### src/rtl/pong_referee.sv
// pong_referee: game-control sequencer that scores points, re-serves the ball and ends the game (macro PONG_WIN_BY_TWO_EN selects the win-by-two end rule)
module pong_referee #(
   parameter int SCORE_W     = 4,
   parameter int WIN_SCORE   = 7,
   parameter int SERVE_TICKS = 60
) (
   input  logic               clk,
   input  logic               rst,
   input  logic               tick,
   input  logic               start_btn,
   input  logic               pause_btn,
   input  logic [1:0]         win,
   output logic               ball_rst,
   output logic               pause,
   output logic [SCORE_W-1:0] score0,
   output logic [SCORE_W-1:0] score1,
   output logic               game_over,
   output logic [1:0]         winner
);
   typedef enum logic [2:0] {IDLE, SERVE, PLAY, POINT, OVER} state_t;
   localparam logic [SCORE_W-1:0] SCORE_MAX = '1;
   localparam logic [15:0] LAST_TICK = 16'(SERVE_TICKS - 1);
   state_t state, state_next;
   logic start_q, pause_q, start_edge, pause_edge;
   logic paused, paused_next;
   logic [15:0] serve_cnt, serve_cnt_next;
   logic scorer;
   logic [SCORE_W-1:0] credited;
   logic game_end, inc0, inc1, clear;
`ifdef PONG_WIN_BY_TWO_EN
   logic [SCORE_W-1:0] other;
   logic [SCORE_W+1:0] other_plus2;
`endif
   assign start_edge = start_btn & ~start_q;
   assign pause_edge = pause_btn & ~pause_q;
   assign ball_rst = state != PLAY;
   assign pause = paused & (state == PLAY);
   // end-of-game test on the scores already updated by the point just taken
   always_comb begin
      credited = scorer ? score1 : score0;
`ifdef PONG_WIN_BY_TWO_EN
      other = scorer ? score0 : score1;
      other_plus2 = {2'b00, other} + (SCORE_W+2)'(2);
      game_end = ({2'b00, credited} >= (SCORE_W+2)'(WIN_SCORE) && {2'b00, credited} >= other_plus2) || credited == SCORE_MAX;
`else
      game_end = credited == SCORE_W'(WIN_SCORE) || credited == SCORE_MAX;
`endif
   end
   // next-state, serve counter, paused flag and score strobes
   always_comb begin
      state_next = state;
      serve_cnt_next = serve_cnt;
      paused_next = paused;
      inc0 = 1'b0;
      inc1 = 1'b0;
      clear = 1'b0;
      case (state)
         IDLE: state_next = start_edge ? SERVE : IDLE;
         SERVE: if (tick) begin
            serve_cnt_next = serve_cnt == LAST_TICK ? 16'd0 : serve_cnt + 16'd1;
            state_next = serve_cnt == LAST_TICK ? PLAY : SERVE;
         end
         PLAY: if (win != 2'b00) begin
            state_next = POINT;
            paused_next = 1'b0;
            inc1 = win[1];
            inc0 = ~win[1];
         end else if (pause_edge) begin
            paused_next = ~paused;
         end
         POINT: begin
            state_next = game_end ? OVER : SERVE;
            paused_next = 1'b0;
         end
         OVER: if (start_edge) begin
            state_next = SERVE;
            clear = 1'b1;
         end
         default: state_next = IDLE;
      endcase
   end
   // state register, serve counter, paused flag and button edge detectors
   always_ff @(posedge clk) begin
      if (rst) begin
         state <= IDLE;
         serve_cnt <= 16'd0;
         paused <= 1'b0;
         start_q <= 1'b0;
         pause_q <= 1'b0;
      end else begin
         state <= state_next;
         serve_cnt <= serve_cnt_next;
         paused <= paused_next;
         start_q <= start_btn;
         pause_q <= pause_btn;
      end
   end
   // saturating scores, last scorer, game_over and winner registers
   always_ff @(posedge clk) begin
      if (rst) begin
         score0 <= '0;
         score1 <= '0;
         scorer <= 1'b0;
         game_over <= 1'b0;
         winner <= 2'b00;
      end else begin
         if (clear) score0 <= '0;
         else if (inc0 && score0 != SCORE_MAX) score0 <= score0 + 1'b1;
         if (clear) score1 <= '0;
         else if (inc1 && score1 != SCORE_MAX) score1 <= score1 + 1'b1;
         if (inc0 | inc1) scorer <= inc1;
         game_over <= state_next == OVER;
         if (clear) winner <= 2'b00;
         else if (state == POINT && game_end) winner <= scorer ? 2'b10 : 2'b01;
      end
   end
endmodule

### config.mk
export PLATFORM = sky130hd
export DESIGN_NAME = pong_referee
export DESIGN_NICKNAME = d
export VERILOG_FILES = /design/src/rtl/pong_referee.sv
export SDC_FILE = /design/constraint.sdc
export NUM_CORES = 1
export LEC_CHECK = 0
export ABC_AREA = 1
export BUFFER_PORTS_ARGS = -buffer_cell sky130_fd_sc_hd__clkbuf_2
export CAP_MARGIN = 10
export CORE_UTILIZATION = 50
export CTS_BUF_LIST = sky130_fd_sc_hd__clkbuf_4 sky130_fd_sc_hd__clkbuf_8 sky130_fd_sc_hd__clkbuf_16
export CTS_CLUSTER_SIZE = 40
export DETAILED_ROUTE_END_ITERATION = 8
export GPL_ROUTABILITY_DRIVEN = 0
export PLACE_DENSITY_LB_ADDON = 0.3
export SETUP_SLACK_MARGIN = 0.4
export SYNTH_ARGS = -nofsm -noshare
export SYNTH_HDL_FRONTEND = slang
export SYNTH_SLANG_ARGS = --single-unit
### constraint.sdc
create_clock -name clk -period 1.7 [get_ports clk]
set_input_delay 0.085 -clock clk [delete_from_list [all_inputs] [get_ports clk]]
set_output_delay 0.085 -clock clk [all_outputs]
set_load 0.01 [all_outputs]
==> results.txt <==
setup TNS - 0 ns
first-pass GRT wire length - 5520 µm
post-layout min period - 1.28 ns
Layout Utilization - 66.9%
HPWL after DPL - 2540 µm
share of power burned in registers - 59.7%
gate count of the mapped netlist - 267
Pins Over Slew Limit - 0
fmax - 0.780 GHz
routed len/inst - 10.4 µm
internal power - 1.03 mW
period utilization - 75.4%
GRT Util Overall - 19.8%
RSZ-0062 raised after global routing - yes
Synth cell types - 25
core region area - 0.00339 mm²
Avg Vias per Cell - 5.03
H-tree depth - 2
crit end category - register
Pleak - 0.945 nW
DRT Pass-1 Iters - 4
Die W - 61.8 µm
CP max FO - 5
worst hold slack - 0.112 ns
largest net degree at the start of global routing - 13
setup slack after layout - 0.418 ns
flops & latches, synth - 34
Synth Area per Inst - 6.70 µm²
setup violators final - 0
Initial Util - 52.8%
latest clock arrival within the worst-skew pair - 0.33 ns
Synth Net Count - 277
Setup Skew - 0.00843 ns
layout cell share with drive strength beyond 1 - 29.7%
Final #Nets - 316
switching share of power - 24.1%
final WL - 3680 µm
First DRT Iteration DRCs - 96
worst-case vdd ir drop - 536 µV
crit start category - register
CP arrival - 1.56 ns
die height - 61.8 µm
Sw Pwr - 0.326 mW
GRT overflow - 0
Pwr per Cell Area - 598 mW/mm²
part of the Yosys area used for sequential elements - 38.1%
CTS tree - built
Mapped Area - 0.00179 mm²
IO Count - 20
outcome - completed
post-synth top area cell - dfxtp_1
# port buffers - 19
Ant. Diodes - 0
Clk pwr share - 33.0%
die area - 0.00382 mm²
Slew @ Worst Pin - 0.288 ns
Clock transition at path regs - 0.10 ns
MaxCap Viol Count - 0
Logic pwr share - 7.3%
Clock Tree Buf Depth - 2
critical path type - register to register
cell row count - 21
area added between synthesis and finish - 26.7%
clk sinks - 34
Yosys top cell area share - 38.1%
Final Hold Fails - 0
drc violations - 0
Root Driver - clkbuf_4
synth warn - 0
CP required - 1.98 ns
routed via count - 1772
CTS Buf Count - 5
synth top area cells - dfxtp_1 38%, nand2_1 12%, nor2_1 10%
pre-CTS setup slack - 0.274 ns
Routed Antenna Nets - 0
Final Power - 1.36 mW
slew margin rel. - 80.8%
Hold Path Class - primary input to register
number of global-route vias before repair - 1352
initial antenna violation count - 0
[routing by layer]
metal  wire [µm]  track usage, %
met3         179            6.42
met2        1710            31.2
met4          21            6.67
met1        1760            25.7
met5           0               0
[metrics by stage]
stage	instances	instance area, µm²
6_report	352	2270
5_1_grt	352	2270
4_1_cts	343	2080
3_5_place_dp	330	1930
3_3_place_gp	330	1930
2_1_floorplan	267	1790
[timing repair]
item                                   CTS  global route
gates resized for setup                 12            41
hold buffers                             2             0
endpoints found under the hold margin    2             0
pin swaps                                2            12
setup buffers                            4             9
setup endpoints to repair               15            25
[logic make-up (layout without fill, tap and decap cells)]
group,after synthesis,after routing,share of synthesized area (%)
AO/OA/AOI/OAI,31,31,8.89
AND/OR/NAND/NOR,155,155,40.2
adder cells (fa/ha/maj),3,3,2.10
flip-flops,34,34,38.1
buffers and inverters,40,79,8.82
XOR/XNOR,4,4,1.96
[critical path, stage by stage (launching register included)]
cell and delay, ns:
dfxtp_4 0.37, nand3b_4 0.16, nor2_4 0.21, buf_12 0.15, nand4_1 0.12, nand2_1 0.10
nand2_1 0.05, nor2_1 0.07
[Yosys cell counts, drive strengths merged]
| cell type | n |
|---|---|
| or2 | 1 |
| xor2 | 4 |
| buf | 1 |
| a21oi | 19 |
| nand2 | 61 |
| o21ai | 12 |
| inv | 38 |
| nor2 | 54 |
| clkbuf | 1 |
| nand3b | 3 |
| nand4 | 4 |
| nor3 | 6 |
| dfxtp | 34 |
| nand3 | 26 |
| ha | 3 |
[worst paths after layout]
kind | startpoint | endpoint | slack (ns) | depth (start not counted)
max reg2reg | state[1] | serve_cnt[11] | 0.42 | 7
min reg2reg | winner[1] | winner[1] | 0.45 | 2
min | rst | serve_cnt[14] | 0.11 | 2
max | state[1] | serve_cnt[11] | 0.42 | 7
[registers in the layout, summed over array words and instances (netlist names)]
register	count
game_over	1
pause_q	1
paused	1
score0	4
score1	4
scorer	1
serve_cnt	16
start_q	1
state	3
winner	2
[cell type report]
type	instances	area, µm²
clock buffers	7	52.6
inverters	38	148
fillers	293	1120
repair buffers	34	225
flip-flops and latches	34	706
well taps	46	57.6
multi-input cells	193	1080
[layout by cell type (no fill, tap or decap), types with 6 or more instances in the layout]
cell | synthesis | final
nor2_2 | 2 | 8
dfxtp_1 | 34 | 20
clkbuf_4 | 0 | 7
nor2_1 | 49 | 40
a21oi_1 | 18 | 17
nand3_1 | 24 | 22
nand2_1 | 57 | 55
buf_4 | 0 | 12
clkbuf_2 | 0 | 19
o21ai_0 | 10 | 8
dfxtp_2 | 0 | 11
inv_1 | 35 | 33
nor2_4 | 3 | 6
[power by group through the flow]
stage | clock network, mW | registers, mW | logic [mW]
finish | 0.447 | 0.809 | 0.0985
global route | 0.494 | 0.810 | 0.109
CTS | 0.463 | 0.810 | 0.0902
detailed placement | 0 | 0.829 | 0.0704
global placement | 0 | 0.829 | 0.0693
floorplan | 0 | 0.828 | 0.0531
No activity file was read; power rests on OpenSTA's default activity.
